**src/rtl/hdmi_aux_scheduler.sv**
```systemverilog
// hdmi_aux_scheduler
// Pulls one aux packet per packet_go from the highest-priority ready source by
// sweeping aux_slot 0..31, re-times the returned bits through two pipeline
// stages, and overwrites the BCH ECC slots so the stream is TERC4-ready.
// With no source ready a null (all-zero) packet is sent.
// Optional feature: define AUX_ROUND_ROBIN_EN for rotating source priority;
// left undefined, source 0 always has the highest priority.
module hdmi_aux_scheduler #(
    parameter int NUM_SRC = 2
) (
    input  logic                 clk,
    input  logic                 rst_n,
    input  logic                 packet_go,
    input  logic [NUM_SRC-1:0]   src_ready,
    input  logic [NUM_SRC-1:0]   src_header,
    input  logic [2*NUM_SRC-1:0] src_sub0,
    input  logic [2*NUM_SRC-1:0] src_sub1,
    input  logic [2*NUM_SRC-1:0] src_sub2,
    input  logic [2*NUM_SRC-1:0] src_sub3,
    output logic [4:0]           aux_slot,
    output logic                 ae,
    output logic [NUM_SRC-1:0]   src_enable,
    output logic                 busy,
    output logic                 out_valid,
    output logic                 out_first,
    output logic [4:0]           out_slot,
    output logic                 out_header,
    output logic [1:0]           out_sub0,
    output logic [1:0]           out_sub1,
    output logic [1:0]           out_sub2,
    output logic [1:0]           out_sub3
);

    typedef enum logic {
        IDLE = 1'b0,
        SEND = 1'b1
    } state_t;

    state_t               state_q;
    state_t               state_d;
    logic [4:0]           slot_d;
    logic [NUM_SRC-1:0]   enable_d;
    logic [NUM_SRC-1:0]   grant;
    logic                 found;

    logic [2*NUM_SRC-1:0] sub_in [4];

    // stage 1: control re-timed to line up with the source response
    logic                 vld_p1;
    logic [4:0]           slot_p1;
    logic [NUM_SRC-1:0]   en_p1;
    logic                 hdr_p1;
    logic [1:0]           sub_p1 [4];

    // stage 2: ECC accumulators and next output data
    logic [7:0]           ecc_h;
    logic [7:0]           ecc_h_d;
    logic [7:0]           ecc_s   [4];
    logic [7:0]           ecc_s_d [4];
    logic                 hdr_d;
    logic [1:0]           sub_d   [4];
    logic [1:0]           out_sub [4];

`ifdef AUX_ROUND_ROBIN_EN
    localparam int PTR_W = (NUM_SRC > 1) ? $clog2(NUM_SRC) : 1;
    logic [PTR_W-1:0]     rr_ptr;
    logic [PTR_W-1:0]     rr_next;
`endif

    // One LSB-first step of the BCH(1+x^6+x^7+x^8) parity register.
    function automatic logic [7:0] bch_step(input logic [7:0] p, input logic b);
        logic f;
        f = b ^ p[0];
        return (p >> 1) ^ (f ? 8'h83 : 8'h00);
    endfunction

    assign sub_in[0] = src_sub0;
    assign sub_in[1] = src_sub1;
    assign sub_in[2] = src_sub2;
    assign sub_in[3] = src_sub3;

    assign out_sub0  = out_sub[0];
    assign out_sub1  = out_sub[1];
    assign out_sub2  = out_sub[2];
    assign out_sub3  = out_sub[3];

    assign ae   = (state_q == SEND);
    assign busy = (state_q == SEND);

    // Pick the first ready source, searching from the priority start point.
    always_comb begin
        grant = '0;
        found = 1'b0;
`ifdef AUX_ROUND_ROBIN_EN
        rr_next = rr_ptr;
        for (int k = 0; k < NUM_SRC; k++) begin
            for (int j = 0; j < NUM_SRC; j++) begin
                if (!found && src_ready[j] && (j == (int'(rr_ptr) + k) % NUM_SRC)) begin
                    found    = 1'b1;
                    grant[j] = 1'b1;
                    rr_next  = PTR_W'((j + 1) % NUM_SRC);
                end
            end
        end
`else
        for (int j = 0; j < NUM_SRC; j++) begin
            if (!found && src_ready[j]) begin
                found    = 1'b1;
                grant[j] = 1'b1;
            end
        end
`endif
    end

    // Next state: start or chain a sweep on packet_go, otherwise count slots.
    always_comb begin
        state_d  = state_q;
        slot_d   = aux_slot;
        enable_d = src_enable;
        case (state_q)
            IDLE: begin
                if (packet_go) begin
                    state_d  = SEND;
                    slot_d   = 5'd0;
                    enable_d = grant;
                end
            end
            SEND: begin
                if (aux_slot == 5'd31) begin
                    if (packet_go) begin
                        slot_d   = 5'd0;
                        enable_d = grant;
                    end else begin
                        state_d  = IDLE;
                        slot_d   = 5'd0;
                        enable_d = '0;
                    end
                end else begin
                    slot_d = aux_slot + 5'd1;
                end
            end
            default: begin
                state_d  = IDLE;
                slot_d   = 5'd0;
                enable_d = '0;
            end
        endcase
    end

    // Sweep state register; reset aborts any packet in flight.
    always_ff @(posedge clk) begin
        if (!rst_n) begin
            state_q    <= IDLE;
            aux_slot   <= 5'd0;
            src_enable <= '0;
        end else begin
            state_q    <= state_d;
            aux_slot   <= slot_d;
            src_enable <= enable_d;
        end
    end

`ifdef AUX_ROUND_ROBIN_EN
    // Advance the rotating priority past each source that wins a grant.
    always_ff @(posedge clk) begin
        if (!rst_n) begin
            rr_ptr <= '0;
        end else if (state_d == SEND && slot_d == 5'd0 && found) begin
            rr_ptr <= rr_next;
        end
    end
`endif

    // Stage 1: delay slot/valid/enable by the source's one-cycle response time.
    always_ff @(posedge clk) begin
        if (!rst_n) begin
            vld_p1  <= 1'b0;
            slot_p1 <= 5'd0;
            en_p1   <= '0;
        end else begin
            vld_p1  <= ae;
            slot_p1 <= aux_slot;
            en_p1   <= src_enable;
        end
    end

    // Stage 1 data: mux the enabled source's bits; null packets read as zero.
    always_comb begin
        hdr_p1 = |(src_header & en_p1);
        for (int m = 0; m < 4; m++) begin
            sub_p1[m] = 2'b00;
            for (int i = 0; i < NUM_SRC; i++) begin
                if (en_p1[i]) begin
                    sub_p1[m] = sub_p1[m] | sub_in[m][2*i +: 2];
                end
            end
        end
    end

    // ECC: accumulate over the data slots, then replace the parity slots.
    always_comb begin
        ecc_h_d = (slot_p1 == 5'd0) ? 8'h00 : ecc_h;
        hdr_d   = 1'b0;
        if (slot_p1 < 5'd24) begin
            hdr_d   = hdr_p1;
            ecc_h_d = bch_step(ecc_h_d, hdr_p1);
        end else begin
            hdr_d = ecc_h_d[slot_p1[2:0]];
        end
        for (int m = 0; m < 4; m++) begin
            ecc_s_d[m] = (slot_p1 == 5'd0) ? 8'h00 : ecc_s[m];
            sub_d[m]   = 2'b00;
            if (slot_p1 < 5'd28) begin
                sub_d[m]   = sub_p1[m];
                ecc_s_d[m] = bch_step(bch_step(ecc_s_d[m], sub_p1[m][0]), sub_p1[m][1]);
            end else begin
                sub_d[m] = ecc_s_d[m][{slot_p1[1:0], 1'b0} +: 2];
            end
        end
    end

    // Stage 2: register the ECC-inserted packet stream.
    always_ff @(posedge clk) begin
        if (!rst_n) begin
            out_valid  <= 1'b0;
            out_first  <= 1'b0;
            out_slot   <= 5'd0;
            out_header <= 1'b0;
            ecc_h      <= 8'h00;
            for (int m = 0; m < 4; m++) begin
                out_sub[m] <= 2'b00;
                ecc_s[m]   <= 8'h00;
            end
        end else begin
            out_valid <= vld_p1;
            out_first <= vld_p1 && (slot_p1 == 5'd0);
            out_slot  <= slot_p1;
            if (vld_p1) begin
                out_header <= hdr_d;
                ecc_h      <= ecc_h_d;
                for (int m = 0; m < 4; m++) begin
                    out_sub[m] <= sub_d[m];
                    ecc_s[m]   <= ecc_s_d[m];
                end
            end else begin
                out_header <= 1'b0;
                for (int m = 0; m < 4; m++) begin
                    out_sub[m] <= 2'b00;
                end
            end
        end
    end

endmodule

```
**config.mk**
```make
export PLATFORM = sky130hd
export DESIGN_NAME = hdmi_aux_scheduler
export DESIGN_NICKNAME = d
export VERILOG_FILES = /design/src/rtl/hdmi_aux_scheduler.sv
export SDC_FILE = /design/constraint.sdc
export NUM_CORES = 1
export LEC_CHECK = 0
export CORE_MARGIN = 2
export CORE_UTILIZATION = 45
export CTS_CLUSTER_DIAMETER = 200
export DETAILED_ROUTE_END_ITERATION = 7
export HOLD_SLACK_MARGIN = 0.06
export PLACE_DENSITY = 0.73
export RECOVER_POWER = 50
export SLEW_MARGIN = 5
export SYNTH_ARGS = -nofsm -noshare
export SYNTH_HDL_FRONTEND = slang
export SYNTH_SLANG_ARGS = --single-unit
export TNS_END_PERCENT = 1
```
**constraint.sdc**
```tcl
create_clock -name clk -period 3.55 [get_ports clk]
set_clock_uncertainty 0.2 [all_clocks]
set_input_delay 0.71 -clock clk [delete_from_list [all_inputs] [get_ports clk]]
set_output_delay 0.71 -clock clk [all_outputs]
set_load 0.02 [all_outputs]
```
==> summary.txt <==
Status
  • Status: finished, final reports clean

Clock tree
  • Max Root-Sink Buffers: 2
  • H-tree levels: 3
  • Root Buffer: clkbuf_8
  • CTS clk-pin slew, worst paths: 80 ps
  • CTS tree: built
  • # Post-CTS Setup Buffers: 0
  • Post_cts resized: 0
  • CTS hold repair buffers: 0
  • CTS Buf Count: 9
  • Sink Count: 72
  • Clock latency at the later pin of the worst-skew pair: 350 ps

Global routing
  • Vias in the first global route: 2605
  • Initial antenna violation count: 0
  • First-pass GRT wire length: 12.9 mm
  • Global Route Usage Sum: 18.8%
  • Largest net degree at the start of global routing: 46
  • Grt total ovfl: 0

Yosys
  • Syn. warnings: 0
  • Largest cells by area after synthesis: edfxtp_1 30%, dfxtp_1 20%, nand2_1 8.1%
  • Top_reg_cell synth: edfxtp_1
  • Largest family of logic cells by synthesized area: compound AO/OA/AOI/OAI gates
  • Yosys top cell by area: edfxtp_1
  • Adder-cell share of the synthesized area: 0.685%
  • FF+latch count, synth: 72
  • Mean Syn Cell Area: 9.51 um2
  • Post-synth top area share: 29.6%
  • Cells after Synth: 384
  • Unique masters post-synth: 42
  • Cell area after synthesis: 3650 um2
  • Synth async-reset ratio: 0%
  • EDFF count, synth: 36
  • Mux contribution to synthesized area: 3.43%
  • Synth Area in Simple Gates: 16.3%
  • XOR/XNOR Fraction of Synth Area: 7.43%
  • Compound-gate portion of the synthesized area: 18.5%
  • Sequential fraction of the synthesis area: 49.3%

Placement
  • Post-Place Cell Area: 4180 um2
  • Post-DP HPWL: 5.30 mm
  • I/O Buffers: 47
  • DP Worst Slack: 880 ps
  • GP Congestion: 0.838

Floorplan
  • Num ports: 48
  • Core box area: 7810 um2
  • Row Count: 32
  • Initial Util: 46.8%
  • DIE HEIGHT: 94.1 um
  • Die Footprint: 8850 um2
  • Die Width: 94.1 um

Worst setup path
  • Crit path capture type: flop
  • Worst Path Arrival: 2680 ps
  • CP startpoint kind: input pin
  • Crit path required time: 3270 ps
  • CP max FO: 32
  • Critical path class: in2reg

Detailed routing
  • DRC violations left: 0
  • Router iterations before antenna repair: 5
  • Routed Antenna Nets: 0
  • Drt via density: 5.33
  • DR iter-0 viols: 296
  • Routed wire per std cell: 14.9 um
  • Via Count: 2815
  • Final wirelength: 7.86 mm

Final layout
  • Final core occ: 56.5%
  • Final nets: 446
  • Design area: 4410 um2
  • Most common cell after layout, fill and taps aside: nand2_1
  • Commonest cells after routing, fill and taps aside: 79 x nand2_1, 43 x clkdlybuf4s50_1, 40 x a21oi_1
  • Synthesis-to-layout area growth: 20.8%
  • Share of cells above drive strength 1: 7.51%
  • Filler cells: 664
  • FF/Latch Area: 1800 um2
  • Multi-input gate area: 1710 um2
  • Ant diodes: 0

Power
  • Leakage: 1.51 nW
  • Switching power share of the total: 24.3%
  • Net Sw Power: 0.000447 W
  • Int Pwr: 0.00139 W
  • Comb power frac: 8.3%
  • Clock share of power: 41.1%
  • Cell Pwr Density: 417 nW/um2
  • Sequential power share: 50.6%
  • Peak supply drop: 0.207 mV

Timing
  • Setup TNS: 0 ps
  • F_max: 338 MHz
  • Post-route worst setup slack: 588 ps
  • Tmin final: 2960 ps
  • Final slew viol count: 0
  • Setup violation total in the final timing report: 0
  • Fin crit share: 83.4%
  • Final hold violations: 0
  • Slew @ Worst Pin: 1020 ps
  • Max-slew headroom: 32.0%
  • RSZ-0062 raised after global routing: false

Flow run
  • Total of max-cap violations: 0

Min path
  • Worst hold path class: reg2reg
[flip-flops by register name, summed over array words and instances (netlist names), 2 cells and up]
name	flops
ecc_s	32
ecc_h	8
out_sub	8
aux_slot	5
out_slot	5
slot_p1	5
en_p1	2
src_enable	2
[final timing paths]
path	from	end	slack (ps)	cells after the start
min reg2reg	ecc_h[5]$_SDFFE_PN0P_	ecc_h[5]$_SDFFE_PN0P_	290	2
max	rst_n	ecc_s[1][6]$_SDFFCE_PN0P_	590	4
max reg2reg	slot_p1[2]$_SDFF_PN0_	ecc_s[1][4]$_SDFFCE_PN0P_	740	4
min	ecc_h[5]$_SDFFE_PN0P_	ecc_h[5]$_SDFFE_PN0P_	290	2
[synthesized netlist by cell type (all sizes together), types with 9 or more instances]
cell type  count
edfxtp        36
clkbuf        23
xor2          21
nand2         79
a21oi         40
and2          17
o21ai         20
a211oi        14
nor2           9
dfxtp         36
a22oi          9
xnor2         10
buf            9
[worst max-delay path, cell delays in order]
cell	delay (ps)
dlygate4sd3_1	550
clkbuf_1	750
nand2b_1	110
clkbuf_2	540
[final cells by class]
cell class | instances | share of cell area [%]
Clock inverter | 5 | 1.47
Inverter | 2 | 0.170
Tap cell | 102 | 2.89
Clock buffer | 11 | 3.94
Multi-Input combinational cell | 281 | 38.8
Sequential cell | 72 | 40.8
Timing Repair Buffer | 55 | 11.9
[power by group through the flow]
| stage | clock network (W) | logic [W] | registers, W |
|---|---|---|---|
| after global routing | 0.000809 | 0.000166 | 0.000936 |
| final | 0.000757 | 0.000152 | 0.000931 |
| after CTS | 0.000775 | 0.000154 | 0.000930 |
| after detailed placement | 0 | 0.000153 | 0.000949 |
| after floorplan | 0 | 0.0000947 | 0.000945 |
| after global placement | 0 | 0.000150 | 0.000947 |
[stage by stage]
stage               cells  total power [W]  hold WS (ps)
floorplan             387          0.00104           251
global placement      512          0.00110           263
detailed placement    512          0.00110           279
CTS                   528          0.00186           287
global route          528          0.00191           303
finish                528          0.00184           289
[routing by layer]
layer	vias to the layer above	global-route usage (%)	wire length [um]
met1	1303	27.0	3840
met2	85	28.2	3460
met4	0	6.40	96
met3	10	3.61	467
met5	-	0	0
li1	1417	-	-
[cell families after synthesis]
| logic type | Yosys count |
|---|---|
| xor gates and xnor gates | 31 |
| buffers and inverters | 34 |
| other | 1 |
| and+or+nand+nor | 129 |
| muxes | 10 |
| DFF | 72 |
| AOI/OAI and AO/OA | 105 |
| adders and majority gates | 2 |
Note: power is estimated with default switching activity, not from simulation.
